### src/rtl/hash_table_pkg.sv
// Shared hash-table types: command payload, opcodes and the source tag used
// for routing results back to the issuing source.
package hash_table;

    localparam int unsigned KEY_WIDTH   = 32;
    localparam int unsigned VALUE_WIDTH = 16;
    localparam int unsigned OP_WIDTH    = 3;

    // Opcodes are a plain vector so illegal encodings can travel untouched.
    typedef logic [OP_WIDTH-1:0] ht_opcode_t;

    localparam ht_opcode_t OP_NOP    = 3'd0;
    localparam ht_opcode_t OP_INSERT = 3'd1;
    localparam ht_opcode_t OP_DELETE = 3'd2;
    localparam ht_opcode_t OP_SEARCH = 3'd3;

    // Source tag sized for the largest supported arbiter (8 sources).
    localparam int unsigned SRC_MAX = 8;
    typedef logic [$clog2(SRC_MAX)-1:0] ht_src_t;

    typedef struct packed {
        ht_opcode_t             op;
        logic [KEY_WIDTH-1:0]   key;
        logic [VALUE_WIDTH-1:0] value;
    } ht_command_t;

endpackage

### src/rtl/rr_arbiter.sv
// Round-robin arbiter: scans requests starting just after the last winner.
// The pointer only moves when the consumer strobes advance_i.
module rr_arbiter #(
    parameter int unsigned  N     = 2,
    localparam int unsigned IDX_W = $clog2(N)
) (
    input  logic             clk_i,
    input  logic             rst_n_i,
    input  logic [N-1:0]     req_i,
    input  logic             advance_i,
    output logic [N-1:0]     gnt_o,
    output logic [IDX_W-1:0] idx_o,
    output logic             any_o
);

    logic [IDX_W-1:0] ptr_q;

    // Pointer starts at the last source so source 0 wins first after reset.
    always_ff @(posedge clk_i or negedge rst_n_i) begin
        if (!rst_n_i) begin
            ptr_q <= IDX_W'(N - 1);
        end else if (advance_i) begin
            ptr_q <= idx_o;
        end
    end

    // First requester from ptr_q+1 upward, wrapping modulo N.
    always_comb begin
        int               pos;
        logic             found;
        logic [IDX_W-1:0] pos_idx;
        gnt_o   = '0;
        idx_o   = '0;
        found   = 1'b0;
        pos     = 0;
        pos_idx = '0;
        for (int off = 1; off <= int'(N); off++) begin
            pos = int'(ptr_q) + off;
            if (pos >= int'(N)) begin
                pos = pos - int'(N);
            end
            pos_idx = IDX_W'(pos);
            if (!found && req_i[pos_idx]) begin
                found          = 1'b1;
                gnt_o[pos_idx] = 1'b1;
                idx_o          = pos_idx;
            end
        end
    end

    assign any_o = |req_i;

endmodule

### src/rtl/ht_cmd_arb.sv
// Round-robin merge of SRC_CNT command sources into the hash table command
// stream, with one registered output stage tagged by source index.
// Optional per-source grant / stall statistics: define HT_CMD_ARB_STATS_EN.
module ht_cmd_arb
    import hash_table::*;
#(
    parameter int unsigned  SRC_CNT = 2,
    parameter int unsigned  CNT_W   = 32,
    localparam int unsigned SRC_W   = $clog2(SRC_CNT)
) (
    input  logic                clk_i,
    input  logic                rst_n_i,
    input  ht_command_t         cmd_i [SRC_CNT],
    input  logic [SRC_CNT-1:0]  cmd_valid_i,
    output logic [SRC_CNT-1:0]  cmd_ready_o,
    output ht_command_t         cmd_o,
    output logic [SRC_W-1:0]    cmd_src_o,
    output logic                cmd_valid_o,
    input  logic                cmd_ready_i,
    input  logic                stats_clr_i,
    output logic [CNT_W-1:0]    stats_grant_cnt_o [SRC_CNT],
    output logic [CNT_W-1:0]    stats_stall_cnt_o
);

    logic               out_valid_q;
    ht_command_t        cmd_q;
    logic [SRC_W-1:0]   src_q;

    logic [SRC_CNT-1:0] arb_gnt;
    logic [SRC_W-1:0]   arb_idx;
    logic               arb_any;
    logic               load;
    logic               grant;

    rr_arbiter #(
        .N (SRC_CNT)
    ) u_rr_arbiter (
        .clk_i     (clk_i),
        .rst_n_i   (rst_n_i),
        .req_i     (cmd_valid_i),
        .advance_i (grant),
        .gnt_o     (arb_gnt),
        .idx_o     (arb_idx),
        .any_o     (arb_any)
    );

    // Output stage can take a new command when empty or draining this cycle.
    always_comb begin
        load        = !out_valid_q || cmd_ready_i;
        grant       = load && arb_any;
        cmd_ready_o = grant ? arb_gnt : '0;
    end

    // Output register; payload holds when the stage empties without a grant.
    always_ff @(posedge clk_i or negedge rst_n_i) begin
        if (!rst_n_i) begin
            out_valid_q <= 1'b0;
            cmd_q       <= '0;
            src_q       <= '0;
        end else if (load) begin
            out_valid_q <= grant;
            if (grant) begin
                cmd_q <= cmd_i[arb_idx];
                src_q <= arb_idx;
            end
        end
    end

    assign cmd_o       = cmd_q;
    assign cmd_src_o   = src_q;
    assign cmd_valid_o = out_valid_q;

`ifdef HT_CMD_ARB_STATS_EN
    logic [CNT_W-1:0] grant_cnt_q [SRC_CNT];
    logic [CNT_W-1:0] stall_cnt_q;

    // Saturating counters; clear wins over a same-cycle increment.
    always_ff @(posedge clk_i or negedge rst_n_i) begin
        if (!rst_n_i) begin
            for (int k = 0; k < int'(SRC_CNT); k++) begin
                grant_cnt_q[k] <= '0;
            end
            stall_cnt_q <= '0;
        end else if (stats_clr_i) begin
            for (int k = 0; k < int'(SRC_CNT); k++) begin
                grant_cnt_q[k] <= '0;
            end
            stall_cnt_q <= '0;
        end else begin
            for (int k = 0; k < int'(SRC_CNT); k++) begin
                if (grant && arb_idx == SRC_W'(k) && grant_cnt_q[k] != '1) begin
                    grant_cnt_q[k] <= grant_cnt_q[k] + CNT_W'(1);
                end
            end
            if (out_valid_q && !cmd_ready_i && stall_cnt_q != '1) begin
                stall_cnt_q <= stall_cnt_q + CNT_W'(1);
            end
        end
    end

    assign stats_grant_cnt_o = grant_cnt_q;
    assign stats_stall_cnt_o = stall_cnt_q;
`else
    logic unused_stats_clr;
    assign unused_stats_clr = stats_clr_i;

    // Statistics disabled: outputs tied off, no counter state.
    always_comb begin
        for (int k = 0; k < int'(SRC_CNT); k++) begin
            stats_grant_cnt_o[k] = '0;
        end
    end

    assign stats_stall_cnt_o = '0;
`endif

endmodule

### config.mk
export PLATFORM = sky130hd
export DESIGN_NAME = ht_cmd_arb
export DESIGN_NICKNAME = d
export VERILOG_FILES = /design/src/rtl/hash_table_pkg.sv /design/src/rtl/rr_arbiter.sv /design/src/rtl/ht_cmd_arb.sv
export SDC_FILE = /design/constraint.sdc
export NUM_CORES = 1
export LEC_CHECK = 0
export BUFFER_PORTS_ARGS = -buffer_cell sky130_fd_sc_hd__buf_2
export CAP_MARGIN = 20
export CORE_MARGIN = 1.5
export CORE_UTILIZATION = 37
export CTS_CLUSTER_SIZE = 12
export DETAILED_ROUTE_END_ITERATION = 10
export PLACE_DENSITY = 0.89
export REMOVE_ABC_BUFFERS = 1
export SYNTH_ARGS = -nofsm -noshare
export SYNTH_HDL_FRONTEND = slang
export SYNTH_HIERARCHICAL = 1
export SYNTH_SLANG_ARGS = --single-unit
### constraint.sdc
create_clock -name clk_i -period 1.4 [get_ports clk_i]
set_input_delay 0.14 -clock clk_i [delete_from_list [all_inputs] [get_ports clk_i]]
set_output_delay 0.14 -clock clk_i [all_outputs]
set_load 0.02 [all_outputs]
==> results.md, run 1 <==
- Die width: 100.8 µm
- Tot Pwr: 5.400 mW
- Number of port buffers: 161
- Worst VDD drop: 492.1 µV
- Sequential fraction of the synthesis area: 38.20%
- Critical Path Sink Type: flip-flop
- Core box area: 0.009240 mm²
- Ys flop type: dfrtp_1
- Share of power burned in registers: 36.0%
- Failing checks: setup timing
- Max cap viols: 0
- Unrepaired setup endpoints after global routing: yes
- Vias in the first global route: 2,591
- DRT iter0 DRCs: 58
- Commonest non-fill, non-tap cells in the layout: buf_2 (160), conb_1 (96), a21oi_1 (53), dfrtp_1 (53), a21oi_2 (49)
- CTS tree: yes
- Hold worst-path end: cmd_o[20]$_DFFE_PN0P_
- Clock slew at reported path FFs: 0.10 ns
- Worst r2r src: u_rr_arbiter/ptr_q$_DFFE_PN1P_
- Clk buf depth: 2
- Sw Share: 36.22%
- # DRC: 0
- CP max FO: 6
- Finish-stage setup viols: 54
- Total GRT Usage: 16.05%
- WP data required: 1.58 ns
- CTS buffer count: 5
- Upper clock frequency limit: 658.3 MHz
- Starting density of the core: 38.32%
- Number of synthesis warnings: 6
- Via count: 2,866
- Clock latency on the worst-skew pair: 0.31 ns
- DR vias/cell: 4.506
- R2R setup slack: -0.12 ns
- Hold path start: cmd_i[20]
- Final Critical Period: 1.519 ns
- Antenna cells: 0
- Die footprint: 0.01017 mm²
- Synth Cell Area: 0.003541 mm²
- Routed len/inst: 15.52 µm
- Gr ovfl total: 0
- Clock sinks: 54
- Max Slew Vio Count: 0
- Syn avg cell area: 10.41 µm²
- 1st-pass router iterations: 4
- Post-Layout Cell Count: 636
- Sw power: 1.956 mW
- Fin. Hold Viols: 0
- Synth async-reset ratio: 100.0%
- Hold WS: 0.1073 ns
- Post-DRT Antenna Nets: 0
- Worst Hold Class: input pin to flip-flop
- First-pass GRT wire length: 12,620 µm
- Post-Syn Instances: 340
- Yosys cell types: 19
- Clock network power share: 23.8%
- Reg2reg end: cmd_o[23]$_DFFE_PN0P_
- Worst Path Arrival: 1.70 ns
- Antenna violations before repair: 0
- R2R depth: 6
- Kind of critical path: flip-flop to flip-flop
- Int Pwr: 3.444 mW
- Core Rows: 35
- Worst setup SP type: flip-flop
- Die Height: 100.8 µm
- Most common library cell in the layout ignoring fill and taps: buf_2
- Detail Placement HPWL: 6162 µm
- Outcome: finished, violations left
- Placed cells: 614
- PD cells: 1102 mW/mm²
- CTS Root Buffer Type: clkbuf_8
- WL final: 9868 µm
- Fin crit share: 108.5%
- I/O pins: 259
- Final TNS setup: -4.422 ns
- Clk_skew: 0.009371 ns
- Layout Nets: 614
- Area Growth Syn to Fin: 38.45%
- H-Tree Depth: 2
- Hold Path Stages: 3
- GPL Wtd Cong: 0.7542
- Share of post-route cells with drive strength above 1: 57.99%
- Combinational power share: 40.2%
- Post-synth EDFFs: 0
- Synth Register Bits: 54
- Leak Pwr: 2.262 nW
- Slack of the critical path: -0.1192 ns
- Largest net degree at the start of global routing: 55
final cells by class:
class                   instances  area [µm²]
clock buffers                   6       82.58
clock inverters                 2       60.06
fillers                       786        4338
inverters                       1       3.754
multi-input cells             260        2054
flip-flops and latches         54        1353
well taps                     129       161.4
repair buffers                184        1187
worst max-delay path, stage by stage (launching register included):
cell	delay, ns
dfstp_2	0.40
buf_6	0.12
a21boi_4	0.21
buf_6	0.17
clkbuf_16	0.18
mux2i_2	0.23
a21oi_2	0.08
per-stage QoR:
stage	util [%]	setup WS (ns)	cell area (µm²)
2_1_floorplan	-	-1.541	3025
5_1_grt	53.05	-0.1658	4902
4_1_cts	47.68	-0.07889	4405
3_5_place_dp	44.56	0.003863	4118
6_report	53.05	-0.1192	4902
3_3_place_gp	44.56	0.05225	4118
power by group through the flow:
stage	Sequential [mW]	Combinational [mW]	Clock [mW]
floorplan	2.26	0.839	0
global placement	1.96	1.70	0
detailed placement	1.97	1.74	0
CTS	1.94	1.84	1.33
global route	1.98	2.30	1.39
finish	1.94	2.17	1.29
registers in the layout, indices dropped and copies added, names as in the netlist:
| name | flops |
|---|---|
| cmd_src_o | 1 |
| u_rr_arbiter/ptr_q | 1 |
| cmd_o | 51 |
| cmd_valid_o | 1 |
worst max path at each step:
stage	start	cells after the start	slack, ns	to
floorplan	u_rr_arbiter/ptr_q$_DFFE_PN1P_	3	-1.54	cmd_o[0]$_DFFE_PN0P_
global placement	u_rr_arbiter/ptr_q$_DFFE_PN1P_	4	0.05	cmd_o[8]$_DFFE_PN0P_
detailed placement	cmd_valid_o$_DFFE_PN0P_	4	0.004	cmd_o[15]$_DFFE_PN0P_
CTS	u_rr_arbiter/ptr_q$_DFFE_PN1P_	6	-0.08	cmd_o[8]$_DFFE_PN0P_
global route	u_rr_arbiter/ptr_q$_DFFE_PN1P_	4	-0.17	cmd_ready_o[0]
finish	u_rr_arbiter/ptr_q$_DFFE_PN1P_	6	-0.12	cmd_o[23]$_DFFE_PN0P_
layer usage:
layer | GRT usage (%) | vias up | wire (µm)
met3 | 2.982 | 4 | 632
li1 | - | 1308 | -
met2 | 28.64 | 164 | 4980
met4 | 3.575 | 0 | 64
met5 | 0 | - | 0
met1 | 20.10 | 1390 | 4191
repair_timing:
item	CTS	global route
resized for setup	14	68
cloned	2	5
hold endpoints to repair	53	0
hold buffers	1	0
setup endpoints to repair	2	53
pin swaps	4	21
setup buffers	4	2
cells in the mapped netlist, types with 2 or more instances:
library cell / count / area share (%)
buf_2: 7 / 0.99
buf_6: 7 / 2.2
a21oi_1: 53 / 7.5
and3_1: 2 / 0.35
buf_4: 96 / 20
mux2_4: 2 / 0.85
clkbuf_1: 10 / 1.1
dfrtp_1: 53 / 37
mux2i_1: 51 / 14
a21oi_2: 49 / 12
a21boi_0: 2 / 0.42
logic make-up after synthesis:
family	count (synthesis)	share of synthesized area (%)
buffers and inverters	121	24.73
flip-flops	54	38.20
other	1	0.1059
AND/OR/NAND/NOR	6	1.343
multiplexers	53	15.27
AO/OA/AOI/OAI	105	20.35
No activity file was read; power rests on OpenSTA's default activity.
==> run 2: changes to the inputs <==
BUFFER_PORTS_ARGS = -buffer_cell sky130_fd_sc_hd__buf_4   (was -buffer_cell sky130_fd_sc_hd__buf_2)
==> run 2 against run 1 <==
Compared with the run above:
- the flow still finishes with violations (setup timing)
- clock power shrank 16%
- sequential share of layout area grew 0.33 points
- final area shrank 1.2%
- via count shrank 3.8%
- combinational power shrank 3%
- critical endpoint is now cmd_ready_o[0]
- wire length shrank 7.5%
==> results.md, run 2 (synthesized netlist as in run 1, its figures left out) <==
- H-Tree Depth: 2 (unchanged)
- DR vias/cell: 4.389 (-2.6%)
- 1st-pass router iterations: 4 (unchanged)
- I/O pins: 259 (unchanged)
- Area of the multi-input gates: 0.001754 mm² (-15%)
- CP max stage delay: 0.59 ns (+0.19 ns)
- # DRC: 0 (unchanged)
- CP max FO: 4 (-2)
- Max Slew Vio Count: 0 (unchanged)
- Sequential Area: 0.001353 mm² (unchanged)
- Vias in the first global route: 2,564 (-1.0%)
- Critical Path Sink Type: output port
- Final TNS setup: -0.1089 ns (+4.314 ns)
- Met2 global-route usage: 27.55% (-1.1 points)
- Pre-CTS setup slack: 0.04987 ns (+0.04601 ns)
- Total GRT Usage: 15.73% (-0.32 points)
- Outcome: finished, violations left
- Layout Nets: 607 (-1.1%)
- Clock sinks: 54 (unchanged)
- Core box area: 0.009240 mm² (unchanged)
- Clk buf depth: 2 (unchanged)
- Unrepaired setup endpoints after global routing: yes
- Commonest non-fill, non-tap cells in the layout: buf_4 (165), conb_1 (96), a21oi_1 (53), dfrtp_1 (53), a21oi_2 (49)
- Post-DRT Antenna Nets: 0 (unchanged)
- Busiest layer in global routing: met2
- Leak Pwr: 2.337 nW (+3.3%)
- Hold WS: 0.1288 ns (+0.02142 ns)
- Slack of the critical path: -0.06865 ns (+0.05053 ns)
- CP Buf/Inv Count: 2 (-1)
- Largest net degree at the start of global routing: 31 (-44%)
- Finish-stage setup viols: 2 (-96%)
- Die width: 100.8 µm (unchanged)
- PD cells: 1062 mW/mm² (-3.6%)
- Fin crit share: 104.9% (-3.6 points)
- Area Growth Syn to Fin: 36.82%
- CP max-delay cell: dfstp_2
- DRT iter0 DRCs: 30 (-48%)
- Number of port buffers: 161 (unchanged)
- Final Critical Period: 1.469 ns (-0.05053 ns)
- Clk_skew: 0.008714 ns (-0.0006563 ns)
- Dpl cell area: 0.004541 mm² (+10%)
- Met1 Usage GRT: 19.31% (-0.79 points)
- CTS Root Buffer Type: clkbuf_8
- WL final: 9124 µm (-7.5%)
- Worst setup SP type: flip-flop
- Failing checks: setup timing
- Upper clock frequency limit: 680.9 MHz (+3.4%)
- GRT met3 Usage: 4.161% (+1.2 points)
- CTS tree: yes
- Starting density of the core: 38.32% (unchanged)
- WP data required: 1.26 ns (-0.32 ns)
- Clock slew at reported path FFs: 0.10 ns (about the same)
- Detail Placement HPWL: 6372 µm (+3.4%)
- Gr ovfl total: 0 (unchanged)
- Worst path top cell family by delay: flip-flops
- Clock latency on the worst-skew pair: 0.30 ns (about the same)
- Final Instance Area: 0.004845 mm² (-1.2%)
- Antenna violations before repair: 0 (unchanged)
- Antenna cells: 0 (unchanged)
- First-pass GRT wire length: 12,570 µm (-0.39%)
- Kind of critical path: flip-flop to output port
- Core Rows: 35 (unchanged)
- Most common library cell in the layout ignoring fill and taps: buf_4
- Die Height: 100.8 µm (unchanged)
- # fillers: 812 (+3.3%)
- GPL Wtd Cong: 0.7653 (+1.5%)
- Max cap viols: 0 (unchanged)
- Fin. Hold Viols: 0 (unchanged)
- Max FFs per register: 51 (unchanged)
- Crit path cell chain: inv_1, a21boi_1, and3_1, buf_6
- CTS buffer count: 5 (unchanged)
- Worst VDD drop: 499.1 µV (+1.4%)
- R2R setup slack: 0.02 ns (+0.14 ns)
- Via count: 2,756 (-3.8%)
- Worst Path Arrival: 1.33 ns (-0.37 ns)
- Share of post-route cells with drive strength above 1: 51.10% (-6.9 points)
- Worst Hold Class: input pin to flip-flop
- Die footprint: 0.01017 mm² (unchanged)
- Routed len/inst: 14.53 µm (-6.4%)
## run 2: area by class of cell
class	count	area share, %
clock buffer	6	1.705
clock inverter	1	0.6198
inverter	1	0.07748
multi-input combinational	260	36.21
sequential	54	27.92
tap	129	3.332
timing repair buffer	177	30.14
## run 2: worst reg2reg max path, stage by stage, from the launching register on
cell and delay, ns:
dfstp_2 0.59, a21boi_4 0.08, buf_12 0.15, buf_16 0.16, mux2i_2 0.23, a21oi_2 0.08
## run 2: path summary, 6_finish.rpt
path,cells after the start,from,end
worst max-delay path,4,u_rr_arbiter/ptr_q$_DFFE_PN1P_,cmd_ready_o[0]
worst min-delay path,3,cmd_i[94],cmd_o[43]$_DFFE_PN0P_
worst max register to register,5,u_rr_arbiter/ptr_q$_DFFE_PN1P_,cmd_o[8]$_DFFE_PN0P_
max in group asynchronous,3,rst_n_i,cmd_o[12]$_DFFE_PN0P_
min in group asynchronous,2,rst_n_i,cmd_o[16]$_DFFE_PN0P_
worst min register to register,2,cmd_o[18]$_DFFE_PN0P_,cmd_o[18]$_DFFE_PN0P_
## run 2: metal layers
layer | up-vias | wire, µm
met5 | - | 0
met2 | 150 | 4578
li1 | 1292 | -
met4 | 0 | 77
met1 | 1309 | 3754
met3 | 5 | 714
## run 2: power breakdown
part / total, mW / switching [mW] / internal, mW
Sequential: 1.95 / 0.150 / 1.80
Clock: 1.09 / 0.511 / 0.574
Combinational: 2.10 / 1.19 / 0.915
Total: 5.14 / 1.85 / 3.29
## run 2: repair_timing
item / CTS / global route
pin swaps: 2 / 2
hold buffers: 1 / 0
buffers inserted: 0 / 2
endpoints found under the setup margin: 2 / 9
cloned: 0 / 3
gates resized for setup: 2 / 21
hold endpoints to repair: 23 / 0
## run 2: per-stage QoR
step	total power, mW	utilization [%]	instances
floorplan	3.100	-	315
global placement	3.904	49.14	615
detailed placement	3.956	49.14	615
CTS	5.059	50.51	623
global route	5.417	52.43	628
finish	5.143	52.43	628
==> run 3: changes to the inputs <==
PLACE_DENSITY = 0.82   (was 0.89)
REMOVE_ABC_BUFFERS = unset   (was 1)
==> run 3 against run 2 <==
Compared with the run above:
- the flow still finishes with violations (setup timing)
- die area did not move
- sequential power barely moved
- critical endpoint unchanged
- fmax fell by 7.0%
- non-clock buffer count rose by 7
- largest cell class unchanged
- wire length rose by 1.5%
- clock power fell by 8%
- power rose by 0.19%
- count of clock-buffer cells in the layout did not move
- register-to-register slack got worse by 0.06 ns
- final cell count rose by 1.3%
- worst hold slack got worse by 0.031 ns
- final area rose by 2.1%
==> results.md, run 3 (synthesized netlist as in run 1, its figures left out) <==
- Pre-CTS setup slack: 0.0004057 ns (-0.04947 ns)
- Layout Utilization: 53.55% (+1.1 points)
- Die width: 100.8 µm (unchanged)
- Area of the multi-input gates: 0.001797 mm² (+2.4%)
- Clk buf depth: 2 (unchanged)
- Commonest non-fill, non-tap cells in the layout: buf_4 (169), conb_1 (96), a21oi_1 (53)
- Max FFs per register: 51 (unchanged)
- Post-Layout Cell Count: 636 (+1.3%)
- Routed len/inst: 14.57 µm (+0.26%)
- Clock sinks: 54 (unchanged)
- WP data required: 1.26 ns (about the same)
- Worst Hold Class: input pin to flip-flop
- Antenna violations before repair: 0 (unchanged)
- Reg2reg end: cmd_o[11]$_DFFE_PN0P_
- Dpl cell area: 0.004512 mm² (-0.63%)
- Upper clock frequency limit: 633.2 MHz (-7.0%)
- Tot Pwr: 5.153 mW (+0.19%)
- Most common library cell in the layout ignoring fill and taps: buf_4
- Share of post-route cells with drive strength above 1: 52.66% (+1.6 points)
- R2R depth: 6 (+1)
- PD cells: 1041 mW/mm² (-1.9%)
- Finish-stage setup viols: 8 (+6)
- Detail Placement HPWL: 6358 µm (-0.22%)
- Clock latency on the worst-skew pair: 0.32 ns (+0.02 ns)
- Hold Path Stages: 3 (unchanged)
- Vias in the first global route: 2,572 (+0.31%)
- Clock slew at reported path FFs: 0.11 ns (about the same)
- Worst Path Arrival: 1.44 ns (+0.11 ns)
- Critical Path Sink Type: output port
- Area Growth Syn to Fin: 39.75%
- Clock network power share: 19.4% (-1.7 points)
- Slack of the critical path: -0.1792 ns (-0.1105 ns)
- R2R setup slack: -0.04 ns (-0.06 ns)
- I/O pins: 259 (unchanged)
- Number of port buffers: 161 (unchanged)
- # DRC: 0 (unchanged)
- Unrepaired setup endpoints after global routing: yes
- Combinational power share: 42.7% (+1.8 points)
- CTS tree: yes
- Final TNS setup: -0.3989 ns (-0.2901 ns)
- Int Pwr: 3.203 mW (-2.8%)
- Fin. Hold Viols: 0 (unchanged)
- Starting density of the core: 38.32% (unchanged)
- Outcome: finished, violations left
- Worst r2r src: u_rr_arbiter/ptr_q$_DFFE_PN1P_
- DR vias/cell: 4.434 (+1.0%)
- Via count: 2,820 (+2.3%)
- Core box area: 0.009240 mm² (unchanged)
- Placed cells: 616 (+0.16%)
- Die Height: 100.8 µm (unchanged)
- Sw Share: 37.84% (+1.9 points)
- Worst Tran Pin Value: 0.6970 ns
- GPL Wtd Cong: 0.7491 (-2.1%)
- Post-DRT Antenna Nets: 0 (unchanged)
- Largest net degree at the start of global routing: 55 (+77%)
- Core Rows: 35 (unchanged)
- Hold WS: 0.09796 ns (-0.03080 ns)
- Hold worst-path end: cmd_o[44]$_DFFE_PN0P_
- CTS buffer count: 5 (unchanged)
- CTS Root Buffer Type: clkbuf_8
- Fin crit share: 112.8% (+7.9 points)
- Sw power: 1.950 mW (+5.4%)
- Share of power burned in registers: 38.0% (about the same)
- Leak Pwr: 2.375 nW (+1.6%)
- Max Slew Vio Count: 0 (unchanged)
- Failing checks: setup timing
- Final Critical Period: 1.579 ns (+0.1105 ns)
- CP max FO: 3 (-1)
- WL final: 9264 µm (+1.5%)
- # fillers: 777 (-4.3%)
- Layout Nets: 614 (+1.2%)
- Max cap viols: 0 (unchanged)
- 1st-pass router iterations: 4 (unchanged)
- Total GRT Usage: 16.16% (+0.43 points)
- Die footprint: 0.01017 mm² (unchanged)
- Final Instance Area: 0.004949 mm² (+2.1%)
- Worst setup SP type: flip-flop
- Clk_skew: 0.01314 ns (+0.004428 ns)
- Hold path start: cmd_i[44]
- Gr ovfl total: 0 (unchanged)
- Max_slew headroom: 53.53%
- First-pass GRT wire length: 12,680 µm (+0.83%)
- Kind of critical path: flip-flop to output port
- H-Tree Depth: 2 (unchanged)
- Antenna cells: 0 (unchanged)
- DRT iter0 DRCs: 93 (+210%)
- Sequential Area: 0.001354 mm² (about the same)
- Worst VDD drop: 535.8 µV (+7.4%)
[run 3: cell types whose count changed in the layout (fill, tap and decap cells not counted), sizes merged]
cell | previous run | this run
clkbuf | 8 | 9
buf | 174 | 180
inv | 1 | 3
bufinv | 1 | 0
[run 3: what timing repair did]
action / CTS / global route
gates resized for setup: 7 / 34
setup endpoints to repair: 7 / 44
pin swaps: 3 / 16
hold buffers: 1 / 0
endpoints found under the hold margin: 53 / 0
buffers inserted: 1 / 6
gates cloned: 1 / 3
[run 3: cell type report]
cell class,count,share of cell area (%)
inverter,1,0.07585
clock buffer,6,1.669
timing repair buffer,184,30.92
sequential,54,27.36
clock inverter,2,0.4046
multi-input combinational,260,36.31
tap,129,3.262
[run 3: power by group through the flow]
stage	combinational [mW]	sequential (mW)	clock (mW)
after global placement	1.94	1.97	0
after floorplan	1.08	2.26	0
after CTS	2.03	1.95	1.02
after detailed placement	1.98	1.97	0
after global routing	2.34	1.98	1.09
final	2.20	1.96	0.999
[run 3: how the worst max path moves through the flow]
stage | endpoint | from | depth (start not counted)
floorplan | u_rr_arbiter/ptr_q$_DFFE_PN1P_ | cmd_valid_o$_DFFE_PN0P_ | 6
global placement | cmd_o[33]$_DFFE_PN0P_ | u_rr_arbiter/ptr_q$_DFFE_PN1P_ | 4
detailed placement | cmd_o[33]$_DFFE_PN0P_ | u_rr_arbiter/ptr_q$_DFFE_PN1P_ | 4
CTS | cmd_ready_o[0] | u_rr_arbiter/ptr_q$_DFFE_PN1P_ | 5
global route | cmd_ready_o[0] | u_rr_arbiter/ptr_q$_DFFE_PN1P_ | 5
finish | cmd_ready_o[0] | u_rr_arbiter/ptr_q$_DFFE_PN1P_ | 5
[run 3: per-layer routing]
metal	routed length (µm)	GRT usage (%)	share of wire, %	vias up
met5	0	0	0	-
met4	133	3.575	1.4	0
met3	693	4.022	7.5	12
met2	5006	29.94	54	165
li1	-	-	-	1300
met1	3430	18.69	37	1343
[run 3: worst max-delay path, stage by stage (launching register included)]
cell and delay (ns):
dfstp_2 0.59, buf_6 0.11, inv_2 0.03, a21boi_2 0.10, and3_1 0.17, buf_6 0.12
